**config.mk**
```make
export PLATFORM = sky130hd
export DESIGN_NAME = pc_sequencer
export DESIGN_NICKNAME = d
export VERILOG_FILES = /design/src/rtl/pc_sequencer.sv
export SDC_FILE = /design/constraint.sdc
export NUM_CORES = 1
export LEC_CHECK = 0
export BUFFER_PORTS_ARGS = -buffer_cell sky130_fd_sc_hd__buf_2
export CORE_MARGIN = 2
export CORE_UTILIZATION = 25
export DETAILED_ROUTE_END_ITERATION = 7
export GPL_ROUTABILITY_DRIVEN = 0
export PLACE_DENSITY = 0.46
export SETUP_SLACK_MARGIN = 0.02
export SYNTH_ARGS = -nofsm -noshare
export SYNTH_HDL_FRONTEND = slang
export SYNTH_SLANG_ARGS = --single-unit
export TNS_END_PERCENT = 30
```
**constraint.sdc**
```tcl
create_clock -name clk -period 6.6 [get_ports clk]
set_clock_uncertainty 0.05 [all_clocks]
set_input_delay 0.33 -clock clk [delete_from_list [all_inputs] [get_ports clk]]
set_output_delay 0.33 -clock clk [all_outputs]
set_load 0.02 [all_outputs]
```
**src/rtl/pc_sequencer.sv**
```systemverilog
// pc_sequencer: program-counter sequencer that fetches one instruction at a
// time, holds it while it executes, then moves to the next sequential or
// branch target address.
// Optional feature macro: BRANCH_LINK_EN. When it is defined, a taken link
// branch (kind 10) writes the return address (old pc + 4) to the link register
// through a one-cycle link_we pulse. When it is undefined, link_we and
// link_data are tied to zero.
module pc_sequencer (
  input  logic        clk,
  input  logic        rst,
  input  logic        do_branch,
  input  logic [1:0]  branch_kind,
  input  logic [31:0] br_offset,
  input  logic [31:0] rs_value,
  input  logic        instr_done,
  input  logic        halt,
  output logic        imem_req,
  output logic [31:0] imem_addr,
  input  logic        imem_ack,
  output logic [31:0] pc,
  output logic        instr_valid,
  output logic        link_we,
  output logic [31:0] link_data,
  output logic        halted
);

  typedef enum logic [1:0] {
    FETCH  = 2'b00,
    EXEC   = 2'b01,
    HALTED = 2'b10
  } state_t;

  state_t      state_q, state_d;
  logic [31:0] pc_q, pc_d;
  logic        req_q, req_d;
  logic        valid_q, valid_d;
  logic        halted_q, halted_d;
  logic [31:0] seq_target;
  logic [31:0] branch_target;
  logic [31:0] next_target;
  logic        branch_taken;

  // Candidate next addresses. Kind 11 is reserved and falls back to sequential.
  always_comb begin
    seq_target    = pc_q + 32'd4;
    branch_target = (branch_kind == 2'b01) ? rs_value : (pc_q + br_offset);
    branch_taken  = do_branch && (branch_kind != 2'b11);
    next_target   = branch_taken ? branch_target : seq_target;
  end

  // Next-state logic; every output is produced from a register loaded with these values.
  always_comb begin
    state_d  = state_q;
    pc_d     = pc_q;
    req_d    = req_q;
    valid_d  = valid_q;
    halted_d = halted_q;
    case (state_q)
      FETCH: begin
        // An ack only counts once the request is actually on the bus; this
        // discards a stale ack in the first cycle after reset.
        if (req_q && imem_ack) begin
          state_d = EXEC;
          req_d   = 1'b0;
          valid_d = 1'b1;
        end else begin
          req_d = 1'b1;
        end
      end
      EXEC: begin
        if (instr_done) begin
          valid_d = 1'b0;
          if (halt) begin
            state_d  = HALTED;
            req_d    = 1'b0;
            halted_d = 1'b1;
          end else begin
            state_d = FETCH;
            req_d   = 1'b1;
            pc_d    = next_target & 32'hFFFF_FFFC;
          end
        end
      end
      HALTED: begin
        req_d    = 1'b0;
        valid_d  = 1'b0;
        halted_d = 1'b1;
      end
      default: begin
        state_d  = FETCH;
        req_d    = 1'b0;
        valid_d  = 1'b0;
        halted_d = 1'b0;
      end
    endcase
  end

  // State and output registers with synchronous reset.
  always_ff @(posedge clk) begin
    if (rst) begin
      state_q  <= FETCH;
      pc_q     <= 32'd0;
      req_q    <= 1'b0;
      valid_q  <= 1'b0;
      halted_q <= 1'b0;
    end else begin
      state_q  <= state_d;
      pc_q     <= pc_d;
      req_q    <= req_d;
      valid_q  <= valid_d;
      halted_q <= halted_d;
    end
  end

  assign pc          = pc_q;
  assign imem_addr   = pc_q;
  assign imem_req    = req_q;
  assign instr_valid = valid_q;
  assign halted      = halted_q;

`ifdef BRANCH_LINK_EN
  logic        link_we_q;
  logic [31:0] link_data_q;
  logic        link_fire;

  // A link write fires only when a taken kind-10 branch retires without halt.
  always_comb begin
    link_fire = (state_q == EXEC) && instr_done && !halt && do_branch &&
                (branch_kind == 2'b10);
  end

  // Link register write port: one-cycle pulse, return address is held afterwards.
  always_ff @(posedge clk) begin
    if (rst) begin
      link_we_q   <= 1'b0;
      link_data_q <= 32'd0;
    end else begin
      link_we_q <= link_fire;
      if (link_fire) begin
        link_data_q <= pc_q + 32'd4;
      end
    end
  end

  assign link_we   = link_we_q;
  assign link_data = link_data_q;
`else
  assign link_we   = 1'b0;
  assign link_data = 32'd0;
`endif

endmodule

```
After elaboration in Yosys (flattened, before gate mapping):

Cells that the tools add are included.

* bitwise gates (word level): 3
* equal/unequal tests: 7
* $add $sub $neg: 2
* mux-type cells: 16
* reduce and logical (&&, ||, !) cells: 7

Operator list (count)
* $mux 32: 2
* $add 32x3->32 const B: 1
* $add 32x32->32: 1
* $reduce_and 3->1: 3
* $ne 2x2->1 const B: 4
* $mux 1: 7
* $mux 2: 3
* $pmux 2 s3: 1
* $eq 2x1->1 const B: 2
* $pmux 1 s2: 2
* $not 1->1: 3
* $pmux 1 s3: 1
* $eq 2x2->1 const B: 1
* $logic_and 1x1->1: 2
* $logic_not 2->1: 1
* $reduce_and 2->1: 1

* output and inout bits: 100
* register bits: 35
* input port bits: 72

Depth between registers and ports, before layout:

Gate-level depths: netlist (run 1).

* word-level depth: 3
* gate-level depth with buffers: 10
* depth with buffers taken out: 10

Least setup slack after synthesis (run 1):

OpenSTA, ideal clock, no wires.

* kind: register to register
* start point: register pc_q[2], in the netlist imem_addr[2]
* end point: register pc_q[30], in the netlist imem_addr[30]
* buffers on the path: 0
* setup slack: 3.970 ns
* arrival: 2.500 ns
* stages on the path, launching flop included: 11
* cells stage by stage: dfxtp_1 > ha_1 > fa_1 > a21oi_1 > o211ai_1 > a22oi_2 > a2111oi_2 > o311a_1 > o21ai_0 > nand3b_1 > a211oi_2

* cells in the longest elaborated chain, start to end: 3

RTL lines
* start: declaration: RTL line 34 `logic [31:0] pc_q, pc_d;`
* start signal: assignment: RTL line 108 `pc_q <= pc_d;`
* $add 32x32->32: RTL line 46 `branch_target = (branch_kind == 2'b01) ? rs_value : (pc_q + br_offset);`
* $mux 32: RTL line 46
* $mux 32 *: RTL line 48 `next_target = branch_taken ? branch_target : seq_target;`

Mark *: on every way between the ends. The rest lies on a longest branch, timed or not.
A chain may end at the register's enable or synchronous reset.

Worst setup path in the final report (run 1):

Ends and elaborated chain as after synthesis.

==> results of run 1 <==
[state kept, by name, indices dropped and copies added (netlist names)]
signal / count
state_q: 2
imem_addr: 30
imem_req: 1
halted: 1
instr_valid: 1
[worst min path at each step]
stage                                 start                 endpoint  slack [ns]  cells after the start
CTS                                    halt  state_q[1]$_SDFFE_PP0P_        0.29                      3
global placement        halted$_SDFFE_PP0P_      halted$_SDFFE_PP0P_        0.41                      2
global route                           halt  state_q[1]$_SDFFE_PP0P_        0.32                      3
floorplan           state_q[1]$_SDFFE_PP0P_  state_q[1]$_SDFFE_PP0P_        0.41                      2
detailed placement      halted$_SDFFE_PP0P_      halted$_SDFFE_PP0P_        0.42                      2
finish                                 halt  state_q[1]$_SDFFE_PP0P_        0.30                      3
[where the power goes]
| part | total (mW) | switching [mW] | leakage (nW) | internal, mW |
|---|---|---|---|---|
| registers | 0.256 | 0.0265 | 0.283 | 0.230 |
| logic | 0.352 | 0.225 | 2.00 | 0.127 |
| clock network | 0.258 | 0.0965 | 0.0772 | 0.161 |
[cells in the mapped netlist, types with 5 or more instances]
| cell type | number |
|---|---|
| sky130_fd_sc_hd__a211oi_1 | 5 |
| sky130_fd_sc_hd__o21bai_1 | 6 |
| sky130_fd_sc_hd__nand4_1 | 8 |
| sky130_fd_sc_hd__nor2_1 | 57 |
| sky130_fd_sc_hd__a221oi_1 | 10 |
| sky130_fd_sc_hd__o21ai_1 | 8 |
| sky130_fd_sc_hd__buf_4 | 69 |
| sky130_fd_sc_hd__xnor2_1 | 16 |
| sky130_fd_sc_hd__xor2_1 | 10 |
| sky130_fd_sc_hd__a31oi_1 | 16 |
| sky130_fd_sc_hd__nand2_1 | 59 |
| sky130_fd_sc_hd__ha_1 | 33 |
| sky130_fd_sc_hd__nand3_1 | 22 |
| sky130_fd_sc_hd__a21o_1 | 16 |
| sky130_fd_sc_hd__nor3_1 | 20 |
| sky130_fd_sc_hd__o21ai_0 | 28 |
| sky130_fd_sc_hd__nand2b_1 | 5 |
| sky130_fd_sc_hd__o22ai_1 | 5 |
| sky130_fd_sc_hd__a21oi_1 | 63 |
| sky130_fd_sc_hd__and3_1 | 8 |
| sky130_fd_sc_hd__inv_1 | 11 |
| sky130_fd_sc_hd__dfxtp_1 | 35 |
| sky130_fd_sc_hd__clkbuf_1 | 27 |
[layout make-up]
type | count | area (sq um)
timing repair buffer | 137 | 703
clock buffer | 8 | 156
inverter | 13 | 48.8
multi-input combinational | 518 | 3290
tap | 229 | 287
fill | 2039 | 12700
sequential | 35 | 701
[worst max-delay path, delay by kind of cell (launching register included)]
kind | cells | cell delay [ns]
AND/OR/NAND/NOR | 1 | 0.12
flip-flops | 1 | 0.39
adder cells (fa/ha/maj) | 2 | 0.67
AO/OA/AOI/OAI | 7 | 1.79
[cell families after synthesis]
| kind of cell | after synthesis | synth area share |
|---|---|---|
| compound gates | 200 | 0.296 |
| xor+xnor | 26 | 0.0501 |
| fa+ha+maj | 34 | 0.0953 |
| buf+inv | 114 | 0.152 |
| flops | 35 | 0.154 |
| mux | 5 | 0.0113 |
| other cells | 1 | 0.000826 |
| simple gates | 216 | 0.240 |
[through the flow]
stage	power (mW)	hold WS, ns
after floorplan	0.532	0.413
after CTS	0.874	0.293
after global placement	0.615	0.415
final	0.866	0.300
after detailed placement	0.613	0.422
after global routing	0.924	0.319
[metal layers]
| layer | global-route usage | up-vias | routed length, um |
|---|---|---|---|
| li1 | - | 2363 | - |
| met4 | 0.0362 | 0 | 254 |
| met3 | 0.0211 | 17 | 675 |
| met5 | 0 | - | 0 |
| met2 | 0.262 | 143 | 7400 |
| met1 | 0.215 | 2135 | 7480 |
==> metrics.log, run 1 <==
[metrics] Fmax: approximately 320 MHz
[metrics] maximum vdd ir drop: 0.140 mV
[metrics] list of cells traversed by the critical path: ha_1 > fa_1 > a21oi_1 > o211ai_1 > a22oi_2 > a2111oi_2 > o311a_1 > o21ai_0 > nand3b_1 > a211oi_2
[metrics] R2R setup slack: ~3.5 ns
[metrics] post-synthesis to final-layout area growth: 14.1%
[metrics] average via count per standard cell: 4.96
[metrics] PortBufs: 130
[metrics] synthesis-stage register bit count: 35
[metrics] CP startpoint kind: flop
[metrics] HPWL Detailed: 12,000 um
[metrics] number of cell instances on the worst register-to-register path: 10
[metrics] Final Hold Fails: 0
[metrics] count of cells resized by post-cts repair: 0
[metrics] worst setup path endpoint: imem_addr[30]$_SDFFE_PP0P_
[metrics] detailed router's first-iteration violation count: 262
[metrics] global router's overall resource usage: 0.157
[metrics] gate count after technology mapping: roughly 630
[metrics] DRT Pass-1 Iters: 5
[metrics] Critical Path Source: imem_addr[2]$_SDFFE_PP0P_
[metrics] unrepaired setup endpoints after global routing: no
[metrics] cell area after technology mapping: between 4000 and 5000 sq um
[metrics] clock root cell: sky130_fd_sc_hd__clkbuf_16
[metrics] most frequent cells in the layout: sky130_fd_sc_hd__buf_2, sky130_fd_sc_hd__a21oi_1, sky130_fd_sc_hd__nand2_1
[metrics] final worst path period need: between 3 and 4 ns
[metrics] number of diodes: 0
[metrics] placed instance count: 932
[metrics] type of the setup path with the least slack: flop to flop
[metrics] total number of nets in the final design: 816
[metrics] crit-path max cell delay: about 0.43 ns
[metrics] Die Y-Extent: 139 um
[metrics] clock-pin slew reported for the worst setup and hold paths after clock tree synthesis: 0.06 ns
[metrics] buffers inserted during post-CTS setup optimization: 0
[metrics] total of warnings raised by yosys: 0
[metrics] Post-DRT Antenna Nets: 0
[metrics] data required time at the worst endpoint: 6.75 ns
[metrics] final non-filler cell total: 940
[metrics] Final Worst Setup Slack: about 3.5 ns
[metrics] hold buffer count at CTS: 0
[metrics] EDFF count, synth: 0
[metrics] vias in the first global route: about 4.3k
[metrics] maximum fanout along the worst path: 8
[metrics] number of placed I/O pins: 172
[metrics] most common cell after layout, fill and taps aside: sky130_fd_sc_hd__buf_2
[metrics] placeable core area: 17,900 sq um
[metrics] total number of H-tree levels: 2
[metrics] number of antenna violations at the first check in global routing: 0
[metrics] top cell type by total area after synthesis: sky130_fd_sc_hd__dfxtp_1
[metrics] Reg-to-Reg Start: imem_addr[2]$_SDFFE_PP0P_
[metrics] source-to-sink clock delay at the later pin of the worst-skew pair: approximately 0.28 ns
[metrics] wire length of the first global-routing pass: 24,300 um
[metrics] deepest clock path buffer count: 2
[metrics] Synth Flop Type: sky130_fd_sc_hd__dfxtp_1
[metrics] utilization after layout: 0.290
[metrics] leakage component of the power: 2.36 nW
[metrics] CTS tree: done
[metrics] post-synthesis sequential area ratio: 0.154
[metrics] Async S/R FF share, synth: 0
[metrics] Max-slew headroom: 0.261
[metrics] Period Utilization, post-route: 0.470
[metrics] pre-CTS setup slack: 3.45 ns
[metrics] setup TNS: 0 ns
[metrics] DRT Wirelength: 15,800 um
[metrics] Die W: 139 um
[metrics] max capacitance violation total: 0
[metrics] Clock Sinks: 35
[metrics] slew of the pin with the lowest slew margin: ~1.1 ns
[metrics] initial core utilization: 0.254
[metrics] pin count of the biggest net entering global routing: 40
[metrics] Slowest-stage cell, CP: sky130_fd_sc_hd__fa_1
[metrics] data arrival time of the critical path: between 3 and 4 ns
[metrics] ratio of total power to cell area: between 150 and 200 nW/um^2
[metrics] Post-route DRC: 0
[metrics] number of distinct library cells after synthesis: 80
[metrics] Synth area leaders: sky130_fd_sc_hd__dfxtp_1, sky130_fd_sc_hd__buf_4, sky130_fd_sc_hd__ha_1, sky130_fd_sc_hd__a21oi_1, sky130_fd_sc_hd__nand2_1
[metrics] classification of the worst-slack hold path: input pin to flop
[metrics] post-synth top area share: 0.154
[metrics] average cell area after synthesis: approximately 7.2 sq um
[metrics] total CTS buffers: 5
[metrics] routed wirelength normalized by instance count: 16.8 um
[metrics] via count: 4,658
[metrics] layout cells sized above 1: 0.242
[metrics] cell area after placement: between 5000 and 6000 sq um
[metrics] run status: finished, final reports clean
[metrics] Design Area, Final: 5180 sq um
[metrics] setup-violating endpoint count in the final report: 0
[metrics] total congestion overflow after global routing: 0
[metrics] Worst setup EP type: flop
[metrics] floorplan die area: a little under 20,000 sq um
[metrics] num rows: 49
[metrics] Critical R2R Capture: imem_addr[30]$_SDFFE_PP0P_
[metrics] count of pins over their slew limit: 0
(Power assumes the default switching activity.)
==> run 2: changes to the inputs <==
--- a/config.mk
+++ b/config.mk
@@ -5,6 +5,7 @@
 export SDC_FILE = /design/constraint.sdc
 export NUM_CORES = 1
 export LEC_CHECK = 0
+export ABC_AREA = 1
 export BUFFER_PORTS_ARGS = -buffer_cell sky130_fd_sc_hd__buf_2
 export CORE_MARGIN = 2
 export CORE_UTILIZATION = 25
==> constraint.sdc (replaced) <==
create_clock -name clk -period 3.1 [get_ports clk]
set_clock_uncertainty 0.05 [all_clocks]
set_input_delay 0.155 -clock clk [delete_from_list [all_inputs] [get_ports clk]]
set_output_delay 0.155 -clock clk [all_outputs]
set_load 0.02 [all_outputs]
==> run 2 against run 1 <==
Net effect: synthesized cell count increased by 38%; cell count rose by 33%; via count rose by 21%; utilization grew 0.44 points; register-to-register slack worse by 2.8 ns; design area grew 14%; global-route usage is 1.6 points higher; total power increased to 2.7 times the previous value; critical endpoint is now imem_addr[28]$_SDFFE_PP0P_; highest routed layer unchanged.
==> metrics.log, run 2 <==
[metrics] part of the total power dissipated in sequential elements: 0.257 (-0.039)
[metrics] Max-slew headroom: 0.411 (+0.150)
[metrics] count of cells resized by post-cts repair: 0 (unchanged)
[metrics] pin count of the biggest net entering global routing: 38 (-5.0%)
[metrics] total number of H-tree levels: 2 (unchanged)
[metrics] slew of the pin with the lowest slew margin: 0.883 ns (-0.222 ns)
[metrics] total CTS buffers: 5 (unchanged)
[metrics] leakage component of the power: 3.20 nW (+35%)
[metrics] global routing met3 resource utilization: 0.0197 (-0.00138)
[metrics] deepest clock path buffer count: 2 (unchanged)
[metrics] proportion of power drawn by combinational gates: 0.533 (+0.127)
[metrics] detailed router's first-iteration violation count: 358 (+37%)
[metrics] CP startpoint kind: flop
[metrics] Clock Sinks: 35 (unchanged)
[metrics] Hold Slack: 0.0838 ns (-0.216 ns)
[metrics] EDFF count, synth: 0 (unchanged)
[metrics] gate count after technology mapping: 871 (+38%)
[metrics] max reg flops: 30 (unchanged)
[metrics] Die Y-Extent: 146 um (+5.4%)
[metrics] total number of nets in the final design: 1,081 (+32%)
[metrics] buffers inserted during post-CTS setup optimization: 0 (unchanged)
[metrics] PortBufs: 130 (unchanged)
[metrics] Post-DRT Antenna Nets: 0 (unchanged)
[metrics] number of diodes: 0 (unchanged)
[metrics] run status: finished, final reports clean
[metrics] num rows: 52 (+6.1%)
[metrics] total area of multi-input combinational cells: 3530 sq um (+7.3%)
[metrics] count of pins over their slew limit: 0 (unchanged)
[metrics] met2 usage in global routing: 0.282 (+0.0197)
[metrics] FF/Latch Area: 701 sq um (unchanged)
[metrics] dominant cell by count in the synthesized netlist: sky130_fd_sc_hd__nand2_1
[metrics] initial core utilization: 0.253 (-0.000957)
[metrics] net switching component of the power: 1.13 mW (+230%)
[metrics] Reg-to-Reg Start: imem_addr[2]$_SDFFE_PP0P_
[metrics] R2R setup slack: 0.71 ns (-2.79 ns)
[metrics] Period Utilization, post-route: 0.772 (+0.302)
[metrics] Critical R2R Capture: imem_addr[28]$_SDFFE_PP0P_
[metrics] data arrival time of the critical path: 2.51 ns (-0.74 ns)
[metrics] average via count per standard cell: 4.53 (-8.6%)
[metrics] vias in the first global route: 5,323 (+23%)
[metrics] synthesis-stage register bit count: 35 (unchanged)
[metrics] total congestion overflow after global routing: 0 (unchanged)
[metrics] post-synthesis sequential area ratio: 0.138 (-0.0159)
[metrics] total of warnings raised by yosys: 0 (unchanged)
[metrics] type of the setup path with the least slack: flop to flop
[metrics] layout cells sized above 1: 0.201 (-0.0411)
[metrics] cell area after technology mapping: 5060 sq um (+12%)
[metrics] routed wirelength normalized by instance count: 15.0 um (-11%)
[metrics] global router's overall resource usage: 0.173 (+0.0163)
[metrics] worst setup path endpoint: imem_addr[28]$_SDFFE_PP0P_
[metrics] Synth area leaders: sky130_fd_sc_hd__nand2_1, sky130_fd_sc_hd__dfxtp_1, sky130_fd_sc_hd__buf_4, sky130_fd_sc_hd__nor2_1, sky130_fd_sc_hd__ha_1
[metrics] most common cell after layout, fill and taps aside: sky130_fd_sc_hd__nand2_1
[metrics] maximum vdd ir drop: 0.212 mV (+51%)
[metrics] setup TNS: 0 ns (unchanged)
[metrics] switching power as a share of total power: 0.478 (+0.0763)
[metrics] P_int: 1.24 mW (+140%)
[metrics] via count: 5,641 (+21%)
[metrics] number of cell instances on the worst register-to-register path: 14 (+4)
[metrics] number of antenna violations at the first check in global routing: 0 (unchanged)
[metrics] Worst setup EP type: flop
[metrics] Clock power frac: 0.210 (-0.087)
[metrics] worst hold path depth: 2 (-1)
[metrics] CTS tree: done
[metrics] cell area after placement: 5750 sq um (+14%)
[metrics] Top Usage Layer GRT: met2
[metrics] hold buffer count at CTS: 0 (unchanged)
[metrics] data required time at the worst endpoint: 3.21 ns (-3.54 ns)
[metrics] Post-route DRC: 0 (unchanged)
[metrics] number of distinct library cells after synthesis: 39 (-51%)
[metrics] number of placed I/O pins: 172 (unchanged)
[metrics] Async S/R FF share, synth: 0 (unchanged)
[metrics] Critical Path Source: imem_addr[2]$_SDFFE_PP0P_
[metrics] met1 capacity usage during global routing: 0.245 (+0.0308)
[metrics] setup-violating endpoint count in the final report: 0 (unchanged)
[metrics] Design Area, Final: 5890 sq um (+14%)
[metrics] commonest cells in the netlist: sky130_fd_sc_hd__nand2_1, sky130_fd_sc_hd__nor2_1, sky130_fd_sc_hd__inv_1
[metrics] Die W: 146 um (+5.4%)
[metrics] utilization after layout: 0.294 (+0.00440)
[metrics] classification of the worst-slack hold path: input pin to flop
[metrics] max capacitance violation total: 0 (unchanged)
[metrics] final worst path period need: 2.39 ns (-0.706 ns)
[metrics] DRT Wirelength: 18,700 um (+18%)
[metrics] unrepaired setup endpoints after global routing: no
[metrics] maximum fanout along the worst path: 6 (-2)
[metrics] Fmax: 418 MHz (+30%)
[metrics] Final Hold Fails: 0 (unchanged)
[metrics] average cell area after synthesis: 5.81 sq um (-19%)
[metrics] number of filler instances in the final layout: 2,385 (+17%)
[metrics] placeable core area: 20,000 sq um (+12%)
[metrics] source-to-sink clock delay at the later pin of the worst-skew pair: 0.28 ns (about the same)
[metrics] clock root cell: sky130_fd_sc_hd__clkbuf_16
[metrics] most frequent cells in the layout: sky130_fd_sc_hd__nand2_1, sky130_fd_sc_hd__buf_2, sky130_fd_sc_hd__nor2_1
[metrics] clock-pin slew reported for the worst setup and hold paths after clock tree synthesis: 0.06 ns (about the same)
[metrics] post-synth top area share: 0.148 (-0.00605)
[metrics] wire length of the first global-routing pass: 29,400 um (+21%)
[metrics] HPWL Detailed: 15,300 um (+28%)
[metrics] floorplan die area: 21,400 sq um (+11%)
[metrics] ratio of total power to cell area: 402 nW/um^2 (+140%)
[metrics] top cell type by total area after synthesis: sky130_fd_sc_hd__nand2_1
[metrics] DRT Pass-1 Iters: 5 (unchanged)
[metrics] post-synthesis to final-layout area growth: 16.3%
[metrics] Synth Flop Type: sky130_fd_sc_hd__dfxtp_1
## run 2: cell families (layout without fill, tap and decap cells)
family,after synthesis,count (layout),synth area share
and+or+nand+nor,410,410,0.349
buffers and inverters,190,259,0.192
AOI/OAI and AO/OA,171,171,0.182
DFF,35,35,0.138
adders and majority gates,34,34,0.0855
xor gates and xnor gates,30,30,0.0519
other,1,37,0.000740
## run 2: worst min path at each step
stage                     from  slack [ns]                  endpoint
after floorplan            rst        0.18  instr_valid$_SDFFE_PP0P_
after global placement     rst        0.37  instr_valid$_SDFFE_PP0P_
after detailed placement   rst        0.37  instr_valid$_SDFFE_PP0P_
after CTS                  rst        0.08  instr_valid$_SDFFE_PP0P_
after global routing       rst        0.09  instr_valid$_SDFFE_PP0P_
final                      rst        0.08  instr_valid$_SDFFE_PP0P_
## run 2: area by class of cell
type                    count  share of cell area
flip-flops and latches     35               0.119
multi-input cells         682               0.599
repair buffers            148               0.136
inverters                 103              0.0656
clock inverters             1            0.000850
clock buffers               7              0.0225
well taps                 270              0.0573
## run 2: stage by stage
stage	setup slack [ns]	instances	power [mW]
after floorplan	1.05	907	1.54
after global placement	0.730	1238	1.88
after detailed placement	0.705	1238	1.89
after CTS	0.697	1246	2.40
after global routing	0.470	1246	2.57
final	0.706	1246	2.37
## run 2: routing by layer
| metal | part of all wire | routed length [um] |
|---|---|---|
| met2 | 0.44 | 8290 |
| met3 | 0.057 | 1070 |
| met1 | 0.48 | 9000 |
| met4 | 0.018 | 329 |
| met5 | 0 | 0 |
## run 2: power by group through the flow
stage / logic [mW] / clock network, mW / registers, mW
finish: 1.26 / 0.497 / 0.609
global route: 1.42 / 0.525 / 0.622
CTS: 1.27 / 0.513 / 0.612
detailed placement: 1.27 / 0 / 0.622
global placement: 1.26 / 0 / 0.622
floorplan: 0.847 / 0 / 0.696
## run 2: critical path: stages (launching register included)
cell                      delay, ns
sky130_fd_sc_hd__dfxtp_1       0.37
sky130_fd_sc_hd__ha_1          0.23
sky130_fd_sc_hd__fa_1          0.41
sky130_fd_sc_hd__nand3_1       0.10
sky130_fd_sc_hd__nand2_1       0.13
sky130_fd_sc_hd__nand2_1       0.09
sky130_fd_sc_hd__nand2_1       0.15
sky130_fd_sc_hd__nand2_1       0.12
sky130_fd_sc_hd__nand2_2       0.10
sky130_fd_sc_hd__nand2_1       0.14
sky130_fd_sc_hd__nand2_1       0.07
sky130_fd_sc_hd__nand2_1       0.06
sky130_fd_sc_hd__nand3_1       0.09
sky130_fd_sc_hd__nand2_1       0.10
sky130_fd_sc_hd__a21oi_1       0.06
